## config.mk

```make
export PLATFORM = sky130hd
export DESIGN_NAME = conv_layer_mc
export DESIGN_NICKNAME = d
export VERILOG_FILES = /design/src/rtl/conv_layer_mc.sv
export SDC_FILE = /design/constraint.sdc
export NUM_CORES = 1
export LEC_CHECK = 0
export BUFFER_PORTS_ARGS = -buffer_cell sky130_fd_sc_hd__buf_2
export CORE_MARGIN = 2
export CORE_UTILIZATION = 61
export DETAILED_ROUTE_END_ITERATION = 10
export PLACE_DENSITY = 0.9
export SYNTH_ARGS = -nofsm -noshare
export SYNTH_HDL_FRONTEND = slang
export SYNTH_SLANG_ARGS = --single-unit
export TNS_END_PERCENT = 100
```

## constraint.sdc

```tcl
create_clock -name clk_i -period 9.15 [get_ports clk_i]
set_input_delay 1.3725 -clock clk_i [delete_from_list [all_inputs] [get_ports clk_i]]
set_output_delay 1.3725 -clock clk_i [all_outputs]
set_load 0.02 [all_outputs]
```

## src/rtl/conv_layer_mc.sv

```systemverilog
// conv_layer_mc: multi-input/multi-output channel KxK 2D convolution stage.
//
// A raster stream of InChannels-wide pixels is windowed through KernelWidth-1
// line buffers per input channel. Every output channel sums all input channels
// against its own weights, adds a bias, shifts arithmetically right by Shift
// and saturates to WidthOut signed bits. Results leave through a two-stage
// elastic pipeline (S1 = window, S2 = result) with an end-of-frame flag.
//
// Optional feature: define CONV_LAYER_MC_RELU_EN to clamp negative saturated
// results to zero on every output channel.
//
// Ports:
//   clk_i      clock
//   rst_i      synchronous active-high reset
//   valid_i    input pixel valid
//   ready_o    input ready
//   data_i     packed pixel, channel c at [c*WidthIn +: WidthIn] (unsigned)
//   valid_o    output valid
//   ready_i    downstream ready
//   last_o     final output beat of a frame, qualified by valid_o
//   data_o     signed outputs, channel o at [o*WidthOut +: WidthOut]
//   weights_i  signed weights ordered [o][c][row][col], row 0 = oldest line
//   bias_i     signed per-output-channel bias
module conv_layer_mc #(
    parameter int unsigned LineWidthPx  = 160,
    parameter int unsigned LineCountPx  = 120,
    parameter int unsigned InChannels   = 1,
    parameter int unsigned OutChannels  = 1,
    parameter int unsigned WidthIn      = 1,
    parameter int unsigned WeightWidth  = 2,
    parameter int unsigned BiasWidth    = 8,
    parameter int unsigned AccWidth     = 32,
    parameter int unsigned Shift        = 0,
    parameter int unsigned WidthOut     = 8,
    parameter int unsigned KernelWidth  = 3,
    parameter int unsigned Stride       = 1,
    parameter int unsigned StrideOrigin = 0
) (
    input  logic                                                          clk_i,
    input  logic                                                          rst_i,
    input  logic                                                          valid_i,
    output logic                                                          ready_o,
    input  logic [InChannels*WidthIn-1:0]                                 data_i,
    output logic                                                          valid_o,
    input  logic                                                          ready_i,
    output logic                                                          last_o,
    output logic [OutChannels*WidthOut-1:0]                               data_o,
    input  logic [OutChannels*InChannels*KernelWidth*KernelWidth*WeightWidth-1:0] weights_i,
    input  logic [OutChannels*BiasWidth-1:0]                              bias_i
);

    localparam int unsigned K  = KernelWidth;
    localparam int unsigned XW = (LineWidthPx > 1) ? $clog2(LineWidthPx) : 1;
    localparam int unsigned YW = (LineCountPx > 1) ? $clog2(LineCountPx) : 1;
    localparam int unsigned PW = (Stride > 1) ? $clog2(Stride) : 1;

    // Position of the final strided output of a frame.
    localparam int unsigned LastX = K - 1 + ((LineWidthPx - K) / Stride) * Stride;
    localparam int unsigned LastY = K - 1 + ((LineCountPx - K) / Stride) * Stride;

    localparam logic [PW-1:0] PhaseOrg = PW'(StrideOrigin);
    localparam logic [PW-1:0] PhaseMax = PW'(Stride - 1);

    localparam logic signed [AccWidth-1:0] SatMax =
        {{(AccWidth - WidthOut + 1){1'b0}}, {(WidthOut - 1){1'b1}}};
    localparam logic signed [AccWidth-1:0] SatMin = ~SatMax;

    logic [XW-1:0] x_pos;
    logic [YW-1:0] y_pos;
    logic [PW-1:0] x_phase;
    logic [PW-1:0] y_phase;

    // lbuf[c][0] holds the oldest line, lbuf[c][K-2] the previous line.
    logic [WidthIn-1:0] lbuf [InChannels][K-1][LineWidthPx];
    logic [WidthIn-1:0] col  [InChannels][K];
    // The window register doubles as the S1 payload: it only moves on in_fire,
    // and in_fire implies S1 is allowed to load.
    logic [WidthIn-1:0] win  [InChannels][K][K];

    logic valid_s1, last_s1;
    logic valid_s2, last_s2;
    logic [OutChannels*WidthOut-1:0] data_s2;
    logic [OutChannels*WidthOut-1:0] result;

    logic adv2, in_fire, x_end, y_end, kern_ok, produce, at_last;

    assign adv2    = ~valid_s2 | ready_i;
    assign ready_o = ~valid_s1 | adv2;
    assign in_fire = valid_i & ready_o;

    assign x_end   = (x_pos == XW'(LineWidthPx - 1));
    assign y_end   = (y_pos == YW'(LineCountPx - 1));
    assign kern_ok = (x_pos >= XW'(K - 1)) && (y_pos >= YW'(K - 1));
    assign produce = in_fire & kern_ok & (x_phase == PhaseOrg) & (y_phase == PhaseOrg);
    assign at_last = (x_pos == XW'(LastX)) && (y_pos == YW'(LastY));

    // New right-hand window column: buffered lines on top, incoming pixel last.
    always_comb begin
        for (int c = 0; c < InChannels; c++) begin
            for (int r = 0; r < K - 1; r++) begin
                col[c][r] = lbuf[c][r][x_pos];
            end
            col[c][K-1] = data_i[c*WidthIn +: WidthIn];
        end
    end

    // Line buffers carry no reset; their contents never reach an output before
    // being overwritten by the current frame.
    always_ff @(posedge clk_i) begin
        if (in_fire) begin
            for (int c = 0; c < InChannels; c++) begin
                for (int j = 0; j < K - 2; j++) begin
                    lbuf[c][j][x_pos] <= lbuf[c][j+1][x_pos];
                end
                lbuf[c][K-2][x_pos] <= data_i[c*WidthIn +: WidthIn];
            end
        end
    end

    always_ff @(posedge clk_i) begin
        if (rst_i) begin
            for (int c = 0; c < InChannels; c++) begin
                for (int r = 0; r < K; r++) begin
                    for (int k = 0; k < K; k++) begin
                        win[c][r][k] <= '0;
                    end
                end
            end
        end else if (in_fire) begin
            for (int c = 0; c < InChannels; c++) begin
                for (int r = 0; r < K; r++) begin
                    for (int k = 0; k < K - 1; k++) begin
                        win[c][r][k] <= win[c][r][k+1];
                    end
                    win[c][r][K-1] <= col[c][r];
                end
            end
        end
    end

    // Raster position and stride phases.
    always_ff @(posedge clk_i) begin
        if (rst_i) begin
            x_pos   <= '0;
            y_pos   <= '0;
            x_phase <= PhaseOrg;
            y_phase <= PhaseOrg;
        end else if (in_fire) begin
            if (x_end) begin
                x_pos   <= '0;
                x_phase <= PhaseOrg;
                if (y_end) begin
                    y_pos   <= '0;
                    y_phase <= PhaseOrg;
                end else begin
                    y_pos <= y_pos + YW'(1);
                    if (y_pos >= YW'(K - 1)) begin
                        y_phase <= (y_phase == PhaseMax) ? '0 : y_phase + PW'(1);
                    end
                end
            end else begin
                x_pos <= x_pos + XW'(1);
                if (x_pos >= XW'(K - 1)) begin
                    x_phase <= (x_phase == PhaseMax) ? '0 : x_phase + PW'(1);
                end
            end
        end
    end

    // Multiply-accumulate, requantize and saturate from the S1 window.
    logic signed [AccWidth-1:0] sum, sh, sat, pix, wgt;
    int idx;

    always_comb begin
        result = '0;
        sum    = '0;
        sh     = '0;
        sat    = '0;
        pix    = '0;
        wgt    = '0;
        idx    = 0;
        for (int o = 0; o < OutChannels; o++) begin
            sum = AccWidth'($signed(bias_i[o*BiasWidth +: BiasWidth]));
            for (int c = 0; c < InChannels; c++) begin
                for (int r = 0; r < K; r++) begin
                    for (int k = 0; k < K; k++) begin
                        idx = ((o * InChannels + c) * K + r) * K + k;
                        pix = AccWidth'(win[c][r][k]);
                        wgt = AccWidth'($signed(weights_i[idx*WeightWidth +: WeightWidth]));
                        sum = sum + pix * wgt;
                    end
                end
            end
            sh = sum >>> Shift;
            if (sh > SatMax) begin
                sat = SatMax;
            end else if (sh < SatMin) begin
                sat = SatMin;
            end else begin
                sat = sh;
            end
`ifdef CONV_LAYER_MC_RELU_EN
            if (sat[AccWidth-1]) begin
                sat = '0;
            end
`endif
            result[o*WidthOut +: WidthOut] = sat[WidthOut-1:0];
        end
    end

    // S1: window already captured in win; track valid and last alongside.
    always_ff @(posedge clk_i) begin
        if (rst_i) begin
            valid_s1 <= 1'b0;
            last_s1  <= 1'b0;
        end else if (ready_o) begin
            valid_s1 <= produce;
            last_s1  <= produce & at_last;
        end
    end

    // S2: registered result; holds while downstream stalls.
    always_ff @(posedge clk_i) begin
        if (rst_i) begin
            valid_s2 <= 1'b0;
            last_s2  <= 1'b0;
            data_s2  <= '0;
        end else if (adv2) begin
            valid_s2 <= valid_s1;
            last_s2  <= last_s1;
            if (valid_s1) begin
                data_s2 <= result;
            end
        end
    end

    assign valid_o = valid_s2;
    assign last_o  = last_s2;
    assign data_o  = data_s2;

endmodule

```

==> results of run 1 <==
routing by layer:
layer / track usage, % / vias to the layer above
met5: 0 / -
met3: 5.27 / 138
met1: 33.4 / 5008
li1: - / 4346
met4: 12.0 / 0
met2: 44.2 / 654
through the flow:
stage                     hold WS [ns]  worst slack (ns)  power, mW  util [%]  instances
final                            0.493              2.18       5.16      67.4       1609
after global routing             0.506              1.91       5.45      67.4       1609
after CTS                        0.485              2.26       5.15      67.4       1609
after detailed placement         0.474              1.77       3.70      63.2       1546
after global placement           0.461              1.94       3.60      63.2       1546
after floorplan                  0.448              2.34       3.25         -       1175
layout by cell type, fill, tap and decap left out, drive strengths merged, types with 27 or more instances in the layout:
cell / count
mux4: 75
buf: 50
clkbuf: 38
ha: 44
fa: 52
edfxtp: 329
inv: 105
nand2: 58
dfxtp: 27
nor2: 200
layout make-up:
class	count	share of cell area, %
clock buffers	38	4.76
multi-input cells	658	31.7
repair buffers	50	1.48
flip-flops and latches	356	56.0
well taps	378	2.54
clock inverters	25	1.46
inverters	104	2.10
state kept, by name, indices dropped and copies added, names as in the netlist:
signal and cells:
lbuf 320, win 9, data_o 8, x_pos 8, y_pos 7, last_o 1, last_s1 1, valid_o 1
valid_s1 1
worst paths after layout:
| kind | start | endpoint | cells past startpoint |
|---|---|---|---|
| max | weights_i[17] | data_o[6]$_SDFFE_PP0P_ | 22 |
| max reg2reg | win[0][1]$_DFFE_PP_ | data_o[6]$_SDFFE_PP0P_ | 20 |
| min | last_s1$_SDFFE_PP0N_ | last_s1$_SDFFE_PP0N_ | 2 |
| min reg2reg | last_s1$_SDFFE_PP0N_ | last_s1$_SDFFE_PP0N_ | 2 |
worst register-to-register path: cells and delay by family, from the launching register on:
family,cells,cell delay (ns)
flip-flops,1,0.40
AND/OR/NAND/NOR,4,0.82
buffers and inverters,4,0.23
adder cells (fa/ha/maj),8,3.49
AO/OA/AOI/OAI,4,1.19
logic make-up after synthesis:
kind of cell             after synthesis  share of synthesized area (%)
AND/OR/NAND/NOR                      356                           9.25
flip-flops                           356                           61.3
buffers and inverters                161                           4.05
AO/OA/AOI/OAI                         97                           4.15
multiplexers                          97                           11.3
adder cells (fa/ha/maj)               96                           9.36
XOR/XNOR                              12                          0.618
power by group through the flow:
| stage | registers (mW) | clock network, mW | logic, mW |
|---|---|---|---|
| after CTS | 1.83 | 1.46 | 1.86 |
| after detailed placement | 1.86 | 0 | 1.84 |
| after global routing | 1.83 | 1.53 | 2.10 |
| final | 1.83 | 1.45 | 1.88 |
| after floorplan | 1.85 | 0 | 1.40 |
| after global placement | 1.86 | 0 | 1.74 |
==> run summary, run 1 <==
STA classifies the critical path endpoint as a register. Post-CTS repair changed the size of 0 cells. The commonest cells after synthesis are sky130_fd_sc_hd__edfxtp_1 (329), sky130_fd_sc_hd__nor2_1 (199), sky130_fd_sc_hd__inv_1 (103).

For the finished layout, the period the worst path requires is 6.97 ns. At the end of routability-driven placement, the weighted congestion stood at 0.865. The post-layout instance area was 18600 um2. The register-to-register setup slack came out at 2.88 ns. Among all stages on the critical path, the largest delay is contributed by sky130_fd_sc_hd__fa_1. Leakage component of the power: 6.36 nW. Unique cell type count in the Yosys netlist: 62. The logs give 57.6 mm for the global-route wire length before repair and 35 for the TritonCTS buffer count. Between clock sinks in the finished design, the worst skew comes to 0.0288 ns. Sorting the synthesized cells by area gives the leading types as sky130_fd_sc_hd__edfxtp_1 (58%), sky130_fd_sc_hd__mux4_2 (9.8%), sky130_fd_sc_hd__fa_1 (6.1%). For this run, the slowest stage of the critical path takes 0.53 ns.

Clock-pin slew was measured on the worst setup and hold paths at 0.06 ns. The wire length on met2 was 18.8 mm. The detailed router placed 10146 vias in this run. For the post-synthesis instance total, the log shows 1175.

The ratio of final minimum period to clock period was 76.1%; the internal power contribution was 3.38 mW. Dominant cell type by count on the critical path: sky130_fd_sc_hd__fa_1. The category of cells accounting for the largest share of critical-path delay was adder cells. At the worst endpoint, the arrival time is 7.36 ns. The switching power is 1.78 mW, and the overall die width is 171 um.

The run gives 9.54 ns as the required time of the worst setup path. The floorplan has 61 rows. In the final routed layout, each cell accounts on average for 23.2 um. The average instance in the mapped netlist occupies 14.5 um2. The floorplan step defined a die boundary enclosing 29200 um2.

Relative to the synthesized area, the layout overhead comes to 9.56%. The synthesized netlist occupies a cell area of 17000 um2. In this run the post-CTS setup repair buffer count came out at 0.

The sequential cells in the finished layout cover a total of 10400 um2. After the first detailed-routing iteration, the DRC count stood at 1450. The Yosys step of the flow raised 0 warnings. The net count of the finished layout is 1332. For this run, the top clock speed supported by timing is 144 MHz. For the power share of the sequential group, the log shows 35.4%.

The buffers plus inverters on the worst setup path was 6. The tree is rooted in a sky130_fd_sc_hd__clkbuf_16. Most frequently used flop master after synthesis: sky130_fd_sc_hd__edfxtp_1.

Global routing finished with a remaining overflow of 0. For this run, asynchronously set or reset flops after synthesis account for 0%. Slew of the pin with the lowest slew margin: 1.35 ns. The maximum number of pins on one net before global-route repair was 117. Combinational logic is responsible for 36.5% of the overall power. In this run, synthesis produced a sequential element count of 356. The tools report the critical path startpoint category as an input pin. For this run, design rule violations remaining after detail routing come to 0. The H-tree was split into 2 levels. The power share of the clock group came out at 28.1%. TritonCTS built the clock tree. The number of filler instances in the final layout was 1773. The post-synthesis sequential area ratio is 61.3%, and the number of antenna violations at the first check in global routing is 0. The critical path goes through buf_2, inv_1, nor2_1, ha_1, inv_1, fa_1, inv_1, fa_1, inv_1, fa_1, inv_1, fa_1, fa_1, ha_1, fa_1, a211oi_2, nor3_1, or3b_2, a211oi_1, nand3_1, a32oi_2, a211oi_1.

In this run switching power makes up 34.5% of total power. For this configuration, the core starts out at a cell density of 61.5%. The highest metal layer used by the detailed router was met4.

The final-report setup violation count was 0; the count of input and output buffers was 41. Of all nets on the critical path, the largest fanout is 7. Setup repair after global routing left no endpoint under its margin. The logs give 42 for the top-level I/O count and 10540 for the number of global-route vias before repair. VDD sags by at most 0.000257 V. The antenna cell count came out at 0. Global routing used 26.3% of the available tracks.

Share of final-layout standard cells stronger than drive strength 1: 15.5%. Leading area contributor after synthesis: sky130_fd_sc_hd__edfxtp_1. Detailed routing placed a total of 3.66 mm of wire on met3. The flow ran to the end, and the final reports show no timing, DRC or antenna violations. For the count of antenna-violating nets left after detailed routing, the log shows 0. The worst setup path category was in -> reg. The area occupied by multi-input gates came out at 5900 um2.

In this run the standard cell core region covers 27600 um2. The tools report the total count of hold-check failures in the final report as 0. Yosys mapped a number of flops with a built-in enable equal to 329. The sink count of the clock tree is 356.

The aggregate negative setup slack is 0 ns, and the number of nets produced by synthesis is 1302. Using the TritonRoute via totals, the vias-per-cell ratio works out to 6.31. The most used standard cell by instance count after synthesis was sky130_fd_sc_hd__edfxtp_1. The share of the synthesized area in the top cell type was 58.1%; the floorplan die height was 171 um. The routed design has 37.3 mm of wire. In this run the power density over the cells is 277 nW/um2. The first TritonRoute pass finished after 8 iterations.

For the sum of routed wire segments on met1, the log shows 13.3 mm. The later pin in the worst-skew pair is clocked with a latency of 0.55 ns. The clock passes through at most 3 buffers. After clock tree synthesis, the flow added hold-fix buffers numbering 0. The placed instances occupy a cell area of 17500 um2.

The max-slew violation total from the final report was 0; the reported max-cap violation count was 0. Kind of path behind the tightest hold check: reg -> reg. Detailed placement ended at an HPWL of 22.9 mm. The remaining max-slew budget at the tightest pin came out at 9.99%.
Power figures use the tool's default switching activity.
==> run 2: changes to the inputs <==
==> constraint.sdc (replaced) <==
create_clock -name clk_i -period 6.5 [get_ports clk_i]
set_input_delay 0.975 -clock clk_i [delete_from_list [all_inputs] [get_ports clk_i]]
set_output_delay 0.975 -clock clk_i [all_outputs]
set_load 0.02 [all_outputs]
==> run 2 against run 1 <==
  * Sequential share of layout area fell by 0.56 points
  * Via count rose by 1.2%
  * First-iteration DRC count fell by 4.3%
  * Largest power group unchanged
  * Die area did not move
  * Setup slack got worse by 2.0 ns
  * Clock-buffer cell count rose by 10
  * Highest routed layer unchanged
  * Cell count rose by 1.2%
  * Global-route usage fell by 0.14 points
  * Clock skew fell by 0.0035 ns
  * Non-clock buffer count rose by 22
  * Design area rose by 1.0%
==> run summary, run 2 (same netlist as run 1, synthesis figures left out) <==
The run finished with clean final reports. The timing-limited maximum frequency was 159 MHz. Row generation in the floorplan step produced 61 rows. The count of nets left with antenna violations once routing finished came out at 0. Setup violations remaining at the end of the flow were counted as 0. In the final routed layout, each cell accounts on average for 22.8 um. Walking the worst path, the cells encountered are buf_2, inv_1, nor2_1, ha_1, inv_1, fa_1, inv_1, fa_1, inv_1, fa_1, inv_1, fa_1, fa_1, ha_1, fa_1, a211oi_2, nor3_1, or3b_2, a211oi_2, nand3_1, a32oi_4, a211oi_1. The critical path contains buffers and inverters numbering 6 combined. Top-level I/O count: 42. The first detailed-routing pass took 8 iterations. In this run the worst path has a maximum fanout of 7. The worst-case IR drop observed on VDD is 0.000427 V.

Max-cap violations in this run came to 0. After layout, the worst path uses 96.7% of the clock period. The top cell types in the final layout, fill and taps aside, are sky130_fd_sc_hd__edfxtp_1 (329), sky130_fd_sc_hd__nor2_1 (199), sky130_fd_sc_hd__inv_1 (103). At the later pin of the worst-skew pair, clock insertion delay measures 0.53 ns. The worst setup path is captured at a register.

Compared with the post-synthesis result, the final layout area differs by 10.7%. The global routing usage on met1 was 32.6%. The finished cells cover 18800 um2.

The slew of the pin with the lowest slew margin works out to 1.01 ns. The most heavily used metal layer in global routing was met2. The flip-flop count of the largest register after layout came out at 320. Buffers inserted during clock tree synthesis total 35. Area after detailed placement: 17600 um2. The design draws 7.60 mW.

After floorplanning, the core was sized to cover 27600 um2. The cell with the largest stage delay on the worst path was sky130_fd_sc_hd__fa_1. The fraction of met3 tracks used by global routing came out at 5.25%. In the final layout, the registers with the most flip-flops are lbuf x320, win x9. The register with the most flip-flops was lbuf. The first global-routing pass estimated 57.3 mm of wire.

The congestion estimate from routability-driven global placement came to 0.841. The clock-pin slew reported for the worst setup and hold paths after clock tree synthesis is 0.06 ns. Once detailed placement completed, the half-perimeter wirelength came to 23.4 mm.

The tools report the met2 demand-to-capacity share in global routing as 44.6%. The final core utilization was 68.1%; the final wirelength was 37.2 mm. In this run the vertical extent of the chip is 171 um. The aggregate negative setup slack is 0 ns. Grouping stages by cell kind, the critical path spends the most delay in adder cells. The net total in the final layout was 1354; the number of antenna violations at the first check in global routing was 0.

The die covers 29200 um2. 0 antenna diodes ended up in the layout. Port buffering added 41 buffers.

Final hold analysis gives a worst-case slack of 0.494 ns. The first routing iteration left 1387 violations. The worst path setup slack after routing came out at 0.214 ns. The number of global-route vias before repair came out at 10727. In this run the horizontal extent of the chip is 171 um. For the post-place setup slack, the log shows -0.339 ns.

After detailed routing, the number of remaining DRC violations is 0. By instance count, the cell type seen most on the critical path is sky130_fd_sc_hd__fa_1. H-tree depth: 2. Buffers inserted to repair hold after CTS numbered 0. The detailed router placed 10268 vias in this run. The worst setup path category is in -> reg. The finished layout holds 1629 standard cells, fillers aside.

The total count of hold-check failures in the final report was 0; the total power density per cell area was 404 nW/um2. Setup repair after global routing left no endpoint under its margin. In this run the tightest slew margin relative to its limit is 32.9%. The run gives 0.0253 ns as the setup skew after layout. For the required time of the worst setup path, the log shows 6.88 ns. Critical path startpoint category: an input pin. Most common library cell in the layout ignoring fill and taps: sky130_fd_sc_hd__edfxtp_1. The number of placed instances, taps included, is 1568. Largest stage delay on the critical path: 0.54 ns.

The detailed-route vias per instance is 6.30, and the total global-route track usage is 26.2%. STA puts the critical path data arrival time at 6.67 ns. Summed over all cells, the static leakage comes to 6.46 nW.

The share of final-layout standard cells stronger than drive strength 1 works out to 16.5%. The clock tree root driver cell was sky130_fd_sc_hd__clkbuf_16. The clock passes through at most 3 buffers. The run gives 0 as the max-slew violation total from the final report. Sink count of the clock tree: 356. TritonCTS built the clock tree. Once the floorplan was initialized, standard cells occupied 61.5% of the core. Minimum period implied by the final worst setup slack: 6.29 ns. Entering global routing, the biggest net connects 95 pins. For this run the aggregate overflow at the end of global routing stands at 0. The tightest min-delay check is of the reg -> reg type.
==> run 2: cell types whose count changed in the layout (fill, tap and decap cells not counted), moves of 2 or more <==
cell / change
sky130_fd_sc_hd__buf_4: +21
sky130_fd_sc_hd__clkbuf_1: +8
sky130_fd_sc_hd__clkinv_1: -2
sky130_fd_sc_hd__clkinv_2: -5
sky130_fd_sc_hd__clkinv_4: -2
sky130_fd_sc_hd__clkinvlp_4: -2
==> run 2: power breakdown <==
group	internal, mW	switching, mW
logic	1.26	1.72
clock network	1.23	0.820
registers	2.54	0.0280
total	5.03	2.57
==> run 2: final timing paths <==
path	start	to	slack, ns	cells past startpoint
worst max-delay path	weights_i[15]	data_o[5]$_SDFFE_PP0P_	0.21	22
worst min-delay path	valid_s1$_SDFFE_PP0N_	valid_o$_SDFFE_PP0P_	0.49	2
worst max register to register	win[0][0]$_DFFE_PP_	data_o[5]$_SDFFE_PP0P_	0.44	20
worst min register to register	valid_s1$_SDFFE_PP0N_	valid_o$_SDFFE_PP0P_	0.49	2
==> run 2: timing repair <==
action | in CTS | in global routing
gates resized for setup | 0 | 2
endpoints found under the setup margin | 0 | 7
buffers inserted | 0 | 0
==> run 2: per-layer routing <==
metal / wire length [um] / part of all wire [%]
met4: 1630 / 4.4
met1: 13300 / 36
met5: 0 / 0
met2: 18700 / 50
met3: 3530 / 9.5
==> run 2: area by class of cell <==
| cell class | instances | area [um2] |
|---|---|---|
| flip-flops and latches | 356 | 10400 |
| fillers | 1709 | 8820 |
| multi-input cells | 658 | 5910 |
| clock buffers | 48 | 956 |
| well taps | 378 | 473 |
| repair buffers | 72 | 453 |
| inverters | 104 | 390 |
| clock inverters | 13 | 198 |
==> run 2: tightest hold or removal path: cells and delay by family, from the launching register on <==
| kind | cells | cell delay [ns] |
|---|---|---|
| AO/OA/AOI/OAI | 1 | 0.05 |
| buffers and inverters | 1 | 0.06 |
| flip-flops | 1 | 0.34 |
